[config.mk]
export PLATFORM = sky130hd
export DESIGN_NAME = platform_nios_oci_dct_packer
export DESIGN_NICKNAME = d
export VERILOG_FILES = /design/src/rtl/platform_nios_oci_pkg.sv /design/src/rtl/platform_nios_oci_sat_counter.sv /design/src/rtl/platform_nios_oci_dct_packer.sv
export SDC_FILE = /design/constraint.sdc
export NUM_CORES = 1
export LEC_CHECK = 0
export BUFFER_PORTS_ARGS = -buffer_cell sky130_fd_sc_hd__buf_2
export CORE_MARGIN = 1.5
export CORE_UTILIZATION = 56
export CTS_CLUSTER_SIZE = 28
export DETAILED_ROUTE_END_ITERATION = 12
export HOLD_SLACK_MARGIN = 0.05
export PLACE_DENSITY = 0.9
export SLEW_MARGIN = 40
export SYNTH_ARGS = -nofsm -noshare
export SYNTH_HDL_FRONTEND = slang
export SYNTH_HIERARCHICAL = 1
export SYNTH_SLANG_ARGS = --single-unit
[constraint.sdc]
create_clock -name clk -period 3.8 [get_ports clk]
set_input_delay 0.76 -clock clk [delete_from_list [all_inputs] [get_ports clk]]
set_output_delay 0.76 -clock clk [all_outputs]
set_load 0.02 [all_outputs]
[src/rtl/platform_nios_oci_pkg.sv]
// Shared definitions for the Nios OCI trace packer slice.
// Holds the packer FSM state enum, the default atom width and frame depth,
// and a constant-evaluable clog2 helper used to size index arithmetic.
package platform_nios_oci_pkg;

    localparam int DEFAULT_ATOM_W = 2;
    localparam int DEFAULT_DEPTH  = 15;

    typedef enum logic [1:0] {
        FILL  = 2'd0,
        FLUSH = 2'd1,
        ENDED = 2'd2
    } packer_state_t;

    // Number of bits needed to hold values 0..value-1 (0 for value <= 1).
    function automatic int clog2(input int value);
        int result;
        result = 0;
        while ((1 << result) < value) begin
            result = result + 1;
        end
        return result;
    endfunction

endpackage

[src/rtl/platform_nios_oci_sat_counter.sv]
// Saturating up-counter used for the packer statistics.
// Ports:
//   clk   - clock
//   clear - synchronous clear, wins over inc
//   inc   - add one this cycle unless already at all-ones
//   count - current value
module platform_nios_oci_sat_counter #(
    parameter int WIDTH = 16
) (
    input  logic             clk,
    input  logic             clear,
    input  logic             inc,
    output logic [WIDTH-1:0] count
);

    always_ff @(posedge clk) begin
        if (clear) begin
            count <= '0;
        end else if (inc && (count != '1)) begin
            count <= count + 1'b1;
        end
    end

endmodule

[src/rtl/platform_nios_oci_dct_packer.sv]
// Packs ATOM_W-bit OCI trace atoms into DEPTH-atom frames and presents them
// on a valid/ready output. A test_ending pulse flushes the partial frame;
// once test_has_ended is seen the packer refuses atoms and counts drops.
// Ports:
//   clk, reset                 - clock, synchronous active-high reset
//   atom_valid/atom_data/atom_ready - incoming atom handshake
//   dct_valid/dct_buffer/dct_count/dct_ready - outgoing frame handshake,
//                                atom 0 in the LSBs, unused atoms zero
//   test_ending                - one-cycle flush request
//   test_has_ended             - end-of-test level
//   flush_done                 - one-cycle pulse when a flush completes
//   frame_cnt, drop_cnt        - saturating statistics
module platform_nios_oci_dct_packer
    import platform_nios_oci_pkg::*;
#(
    parameter int ATOM_W = DEFAULT_ATOM_W,
    parameter int DEPTH  = DEFAULT_DEPTH,
    parameter int CNT_W  = 4,
    parameter int STAT_W = 16
) (
    input  logic                    clk,
    input  logic                    reset,
    input  logic                    atom_valid,
    input  logic [ATOM_W-1:0]       atom_data,
    output logic                    atom_ready,
    output logic                    dct_valid,
    output logic [ATOM_W*DEPTH-1:0] dct_buffer,
    output logic [CNT_W-1:0]        dct_count,
    input  logic                    dct_ready,
    input  logic                    test_ending,
    input  logic                    test_has_ended,
    output logic                    flush_done,
    output logic [STAT_W-1:0]       frame_cnt,
    output logic [STAT_W-1:0]       drop_cnt
);

    localparam int FRAME_W = ATOM_W * DEPTH;
    localparam int IDX_W   = CNT_W + clog2(ATOM_W);
    localparam logic [CNT_W-1:0] DEPTH_C = CNT_W'(DEPTH);

    packer_state_t        state, state_next;
    logic [FRAME_W-1:0]   acc, acc_next, acc_with;
    logic [CNT_W-1:0]     cnt, cnt_next, cnt_with;
    logic [IDX_W-1:0]     slot_idx;
    logic                 atom_fire;
    logic                 out_free;
    logic                 load;
    logic                 flush_next;

    // Ready is gated by reset so every output reads zero while reset is held.
    assign atom_ready = !reset && (state == FILL) && (cnt < DEPTH_C);
    assign atom_fire  = atom_valid && atom_ready;
    assign out_free   = !dct_valid || dct_ready;

    // Upper accumulator slots are always zero, so OR-ing the shifted atom in
    // is equivalent to writing acc[cnt*ATOM_W +: ATOM_W].
    assign slot_idx = IDX_W'(cnt) * IDX_W'(ATOM_W);
    assign acc_with = atom_fire ? (acc | (FRAME_W'(atom_data) << slot_idx)) : acc;
    assign cnt_with = cnt + {{(CNT_W-1){1'b0}}, atom_fire};

    always_comb begin
        state_next = state;
        acc_next   = acc_with;
        cnt_next   = cnt_with;
        load       = 1'b0;
        flush_next = 1'b0;
        case (state)
            FILL: begin
                // A frame completed this cycle (or earlier, while blocked)
                // moves to the output register as soon as it is free.
                if ((cnt_with == DEPTH_C) && out_free) begin
                    load     = 1'b1;
                    acc_next = '0;
                    cnt_next = '0;
                end
                if (test_ending) begin
                    state_next = FLUSH;
                end else if (test_has_ended) begin
                    state_next = ENDED;
                end
            end
            FLUSH: begin
                // An empty accumulator completes immediately with no frame.
                if ((cnt == '0) || out_free) begin
                    load       = (cnt != '0);
                    acc_next   = '0;
                    cnt_next   = '0;
                    flush_next = 1'b1;
                    state_next = test_has_ended ? ENDED : FILL;
                end
            end
            ENDED: begin
                if ((cnt == DEPTH_C) && out_free) begin
                    load     = 1'b1;
                    acc_next = '0;
                    cnt_next = '0;
                end
            end
            default: begin
                state_next = FILL;
            end
        endcase
    end

    always_ff @(posedge clk) begin
        if (reset) begin
            state <= FILL;
            acc   <= '0;
            cnt   <= '0;
        end else begin
            state <= state_next;
            acc   <= acc_next;
            cnt   <= cnt_next;
        end
    end

    // Output register: holds its frame while dct_valid && !dct_ready, and a
    // new load on the handshake edge keeps dct_valid high for back-to-back.
    always_ff @(posedge clk) begin
        if (reset) begin
            dct_valid  <= 1'b0;
            dct_buffer <= '0;
            dct_count  <= '0;
            flush_done <= 1'b0;
        end else begin
            flush_done <= flush_next;
            if (load) begin
                dct_valid  <= 1'b1;
                dct_buffer <= acc_with;
                dct_count  <= cnt_with;
            end else if (dct_valid && dct_ready) begin
                dct_valid <= 1'b0;
            end
        end
    end

    platform_nios_oci_sat_counter #(.WIDTH(STAT_W)) u_frame_cnt (
        .clk   (clk),
        .clear (reset),
        .inc   (dct_valid && dct_ready),
        .count (frame_cnt)
    );

    platform_nios_oci_sat_counter #(.WIDTH(STAT_W)) u_drop_cnt (
        .clk   (clk),
        .clear (reset),
        .inc   ((state == ENDED) && atom_valid),
        .count (drop_cnt)
    );

endmodule
==> impl_metrics.py <==
metrics = {
    "timing": {
        "max_freq_mhz": 306,
        "post-route-min-period_ns": 3.26,
        "maxSlewHeadroom_pct": 47.6,
        "holdWs_ns": 0.462,
        "min_period_over_period_pct": 85.9,
        "tightest_slew_ns": 0.780,
        "rsz0062_at_grt": "no",
        "tns_ns": 0,
        "setup_viol": 0,
        "hold_viol_final": 0,
        "maxSlewViolCount": 0,
        "fin_worst_skew_ns": 0.0157,
    },
    "finish": {
        "n_fill_cell": 667,
        "final_layout_size_suffix_gt1_share_pct": 23.4,
        "syn2layout_area_growth_pct": 11.8,
        "final_cell_area_sq_um": 5260,
        "n_antenna_cell": 0,
        "final-instance-count-excl-fill": 664,
        "fin_nets": 566,
    },
    "clock_network": {
        "clkTransAtPathRegs_ns": 0.10,
        "cts_buffers": 9,
        "cts_sinks": 104,
        "cts_buffer_depth": 2,
        "cts_resized": 0,
        "cts_max_level": 3,
        "cts_tree": "done",
        "postCtsSetupBuffers": 0,
        "holdBufCountCts": 0,
        "root_buffer": "clkbuf_8",
        "clkLatencyLatePin_ns": 0.38,
    },
    "global_route": {
        "gr-usage-all-layers_pct": 25.5,
        "grt_pass1_vias": 3741,
        "grt_max_degree": 99,
        "grt_overflow": 0,
        "grt_pass1_wl_microns": 18100,
        "antenna_found_initial": 0,
    },
    "route": {
        "dr.pass1.iters": 5,
        "drt_first_iter_violations": 252,
        "detail_route.wl_per_cell_microns": 16.8,
        "vias": 4228,
        "drt_wl_total_microns": 11200,
        "routed_via_density": 6.37,
        "drcViolationCount": 0,
        "antenna_left": 0,
    },
    "worst_setup_path": {
        "cp.required_ns": 4.02,
        "regToRegEndpoint": "acc[10]",
        "crit_fanout": 22,
        "r2r_start": "cnt[2]",
        "cp.arrival_ns": 3.49,
        "reg2reg_depth": 10,
        "critical_path_class": "reg -> reg",
        "r2r_slack_ns": 0.54,
        "crit_path_end_kind": "register",
        "crit_path_start_kind": "register",
    },
    "logic_synthesis": {
        "yosys.area.top_type_share_pct": 44.3,
        "synth_ff_type": "dfxtp_1",
        "synth_most_common_cell": "dfxtp_1",
        "yosysTopAreaCell": "dfxtp_1",
        "avgSynthCellArea_sq_um": 9.41,
        "ys_warn_count": 6,
        "seq_area_frac_synth_pct": 44.3,
        "ys_top_cells_by_area": "dfxtp_1 44%, a21oi_1 5.2%, a221oi_1 4.8%",
        "synthCells": 500,
        "synth_common_cells": "104 x dfxtp_1, 49 x a21oi_1, 30 x nor3_1, 26 x a221oi_1, 26 x nor2_1",
        "synth_cell_type_count": 52,
        "async_reset_ff_share_pct": 0,
        "syn_nets": 512,
        "synth.cell_area_sq_um": 4700,
        "synth-seq-cells": 104,
        "synth_edf_count": 0,
    },
    "place": {
        "post-place-cells": 648,
        "gp_congestion": 0.877,
        "place_hpwl_microns": 7350,
        "io_buffers": 76,
        "placed_area_sq_um": 5080,
    },
    "pwr": {
        "switching_share_pct": 26.8,
        "clockPowerShare_pct": 34.3,
        "p_per_area_nw_per_um2": 362,
        "internal_power_uw": 1390,
        "p_leak_uw": 0.00202,
        "p_total_uw": 1900,
        "comb_power_share_pct": 7.2,
        "p_sw_uw": 510,
        "peakVddDrop_v": 0.000167,
        "seqPwrFrac_pct": 58.5,
    },
    "die": {
        "io-pin-count": 77,
        "die_h_microns": 94.6,
        "dieArea_sq_um": 8960,
        "initial_core_util_pct": 57.5,
        "core-area_sq_um": 8180,
        "fp-row-count": 33,
        "die_w_microns": 94.6,
    },
    "run": {
        "drv_cap": 0,
    },
    "worst_hold_path": {
        "worstHoldStart": "dct_buffer[0]",
        "hp-class": "reg -> reg",
        "hold_depth": 2,
        "min_to": "dct_buffer[0]",
    },
    "status": {
        "status": "finished clean",
    },
}
## critical path, cell delays in order, from the launching register on
cell      delay, ns
dfxtp_1        0.70
nand2_1        0.19
nor2_1         0.18
nor2_1         0.07
ha_1           0.20
ha_1           0.34
and4bb_2       0.24
and3_1         0.24
a211o_1        0.45
buf_4          0.38
nor3_1         0.10
## cells in the final DEF (no fill, tap or decap), types with 12 or more instances in the layout
cell	instances
nand3_1	14
a211oi_1	25
buf_2	76
dfxtp_1	104
a221oi_1	26
a21oi_1	49
or4_1	15
nand2_1	25
o31ai_1	12
nor2_1	25
nor3_1	30
## sequential cells by signal (all words and copies together), names as in the netlist
name               count
flush_done             1
dct_valid              1
cnt                    4
state                  2
acc                   30
dct_buffer            30
dct_count              4
u_frame_cnt/count     16
u_drop_cnt/count      16
## stage by stage
| stage | utilization, % | setup WS, ns |
|---|---|---|
| global placement | 62.0 | 0.435 |
| finish | 64.3 | 0.537 |
| floorplan | - | 0.622 |
| detailed placement | 62.1 | 0.318 |
| global route | 64.3 | 0.322 |
| CTS | 64.3 | 0.589 |
## power groups by stage
stage               Sequential, uW  Clock (uW)  Combinational (uW)
floorplan                     1140           0                95.0
global placement              1140           0                 129
detailed placement            1140           0                 134
CTS                           1110         657                 134
global route                  1120         707                 147
finish                        1110         652                 136
## metal layers
layer / share of wire, % / up-vias / global-route usage (%)
met3: 6.2 / 23 / 5.80
met4: 1.7 / 0 / 10.1
met2: 48 / 153 / 38.3
met5: 0 / - / 0
met1: 44 / 2036 / 35.4
li1: - / 2016 / -
## area by class of cell
| type | count | area, sq um | area share, % |
|---|---|---|---|
| Timing Repair Buffer | 85 | 452 | 8.59 |
| Tap cell | 105 | 131 | 2.50 |
| Inverter | 10 | 37.5 | 0.714 |
| Clock inverter | 7 | 58.8 | 1.12 |
| Sequential cell | 104 | 2080 | 39.6 |
| Clock buffer | 9 | 124 | 2.35 |
| Multi-Input combinational cell | 344 | 2370 | 45.1 |
## worst max-delay path by stage
| stage | from | end | cells after the start |
|---|---|---|---|
| CTS | cnt[3] | acc[10] | 10 |
| global placement | reset | dct_buffer[24] | 9 |
| detailed placement | reset | acc[10] | 10 |
| floorplan | reset | acc[0] | 12 |
| global route | cnt[2] | acc[10] | 10 |
| finish | cnt[2] | acc[10] | 10 |
## cells by family (layout without fill, tap and decap cells)
kind of cell | count (synthesis) | after routing | share of synthesized area (%)
XOR/XNOR | 6 | 6 | 1.12
AND/OR/NAND/NOR | 185 | 185 | 25.4
AO/OA/AOI/OAI | 137 | 137 | 20.0
multiplexers | 12 | 12 | 2.61
buffers and inverters | 52 | 111 | 5.56
flip-flops | 104 | 104 | 44.3
adder cells (fa/ha/maj) | 4 | 4 | 1.06
Power figures use the tool's default switching activity.
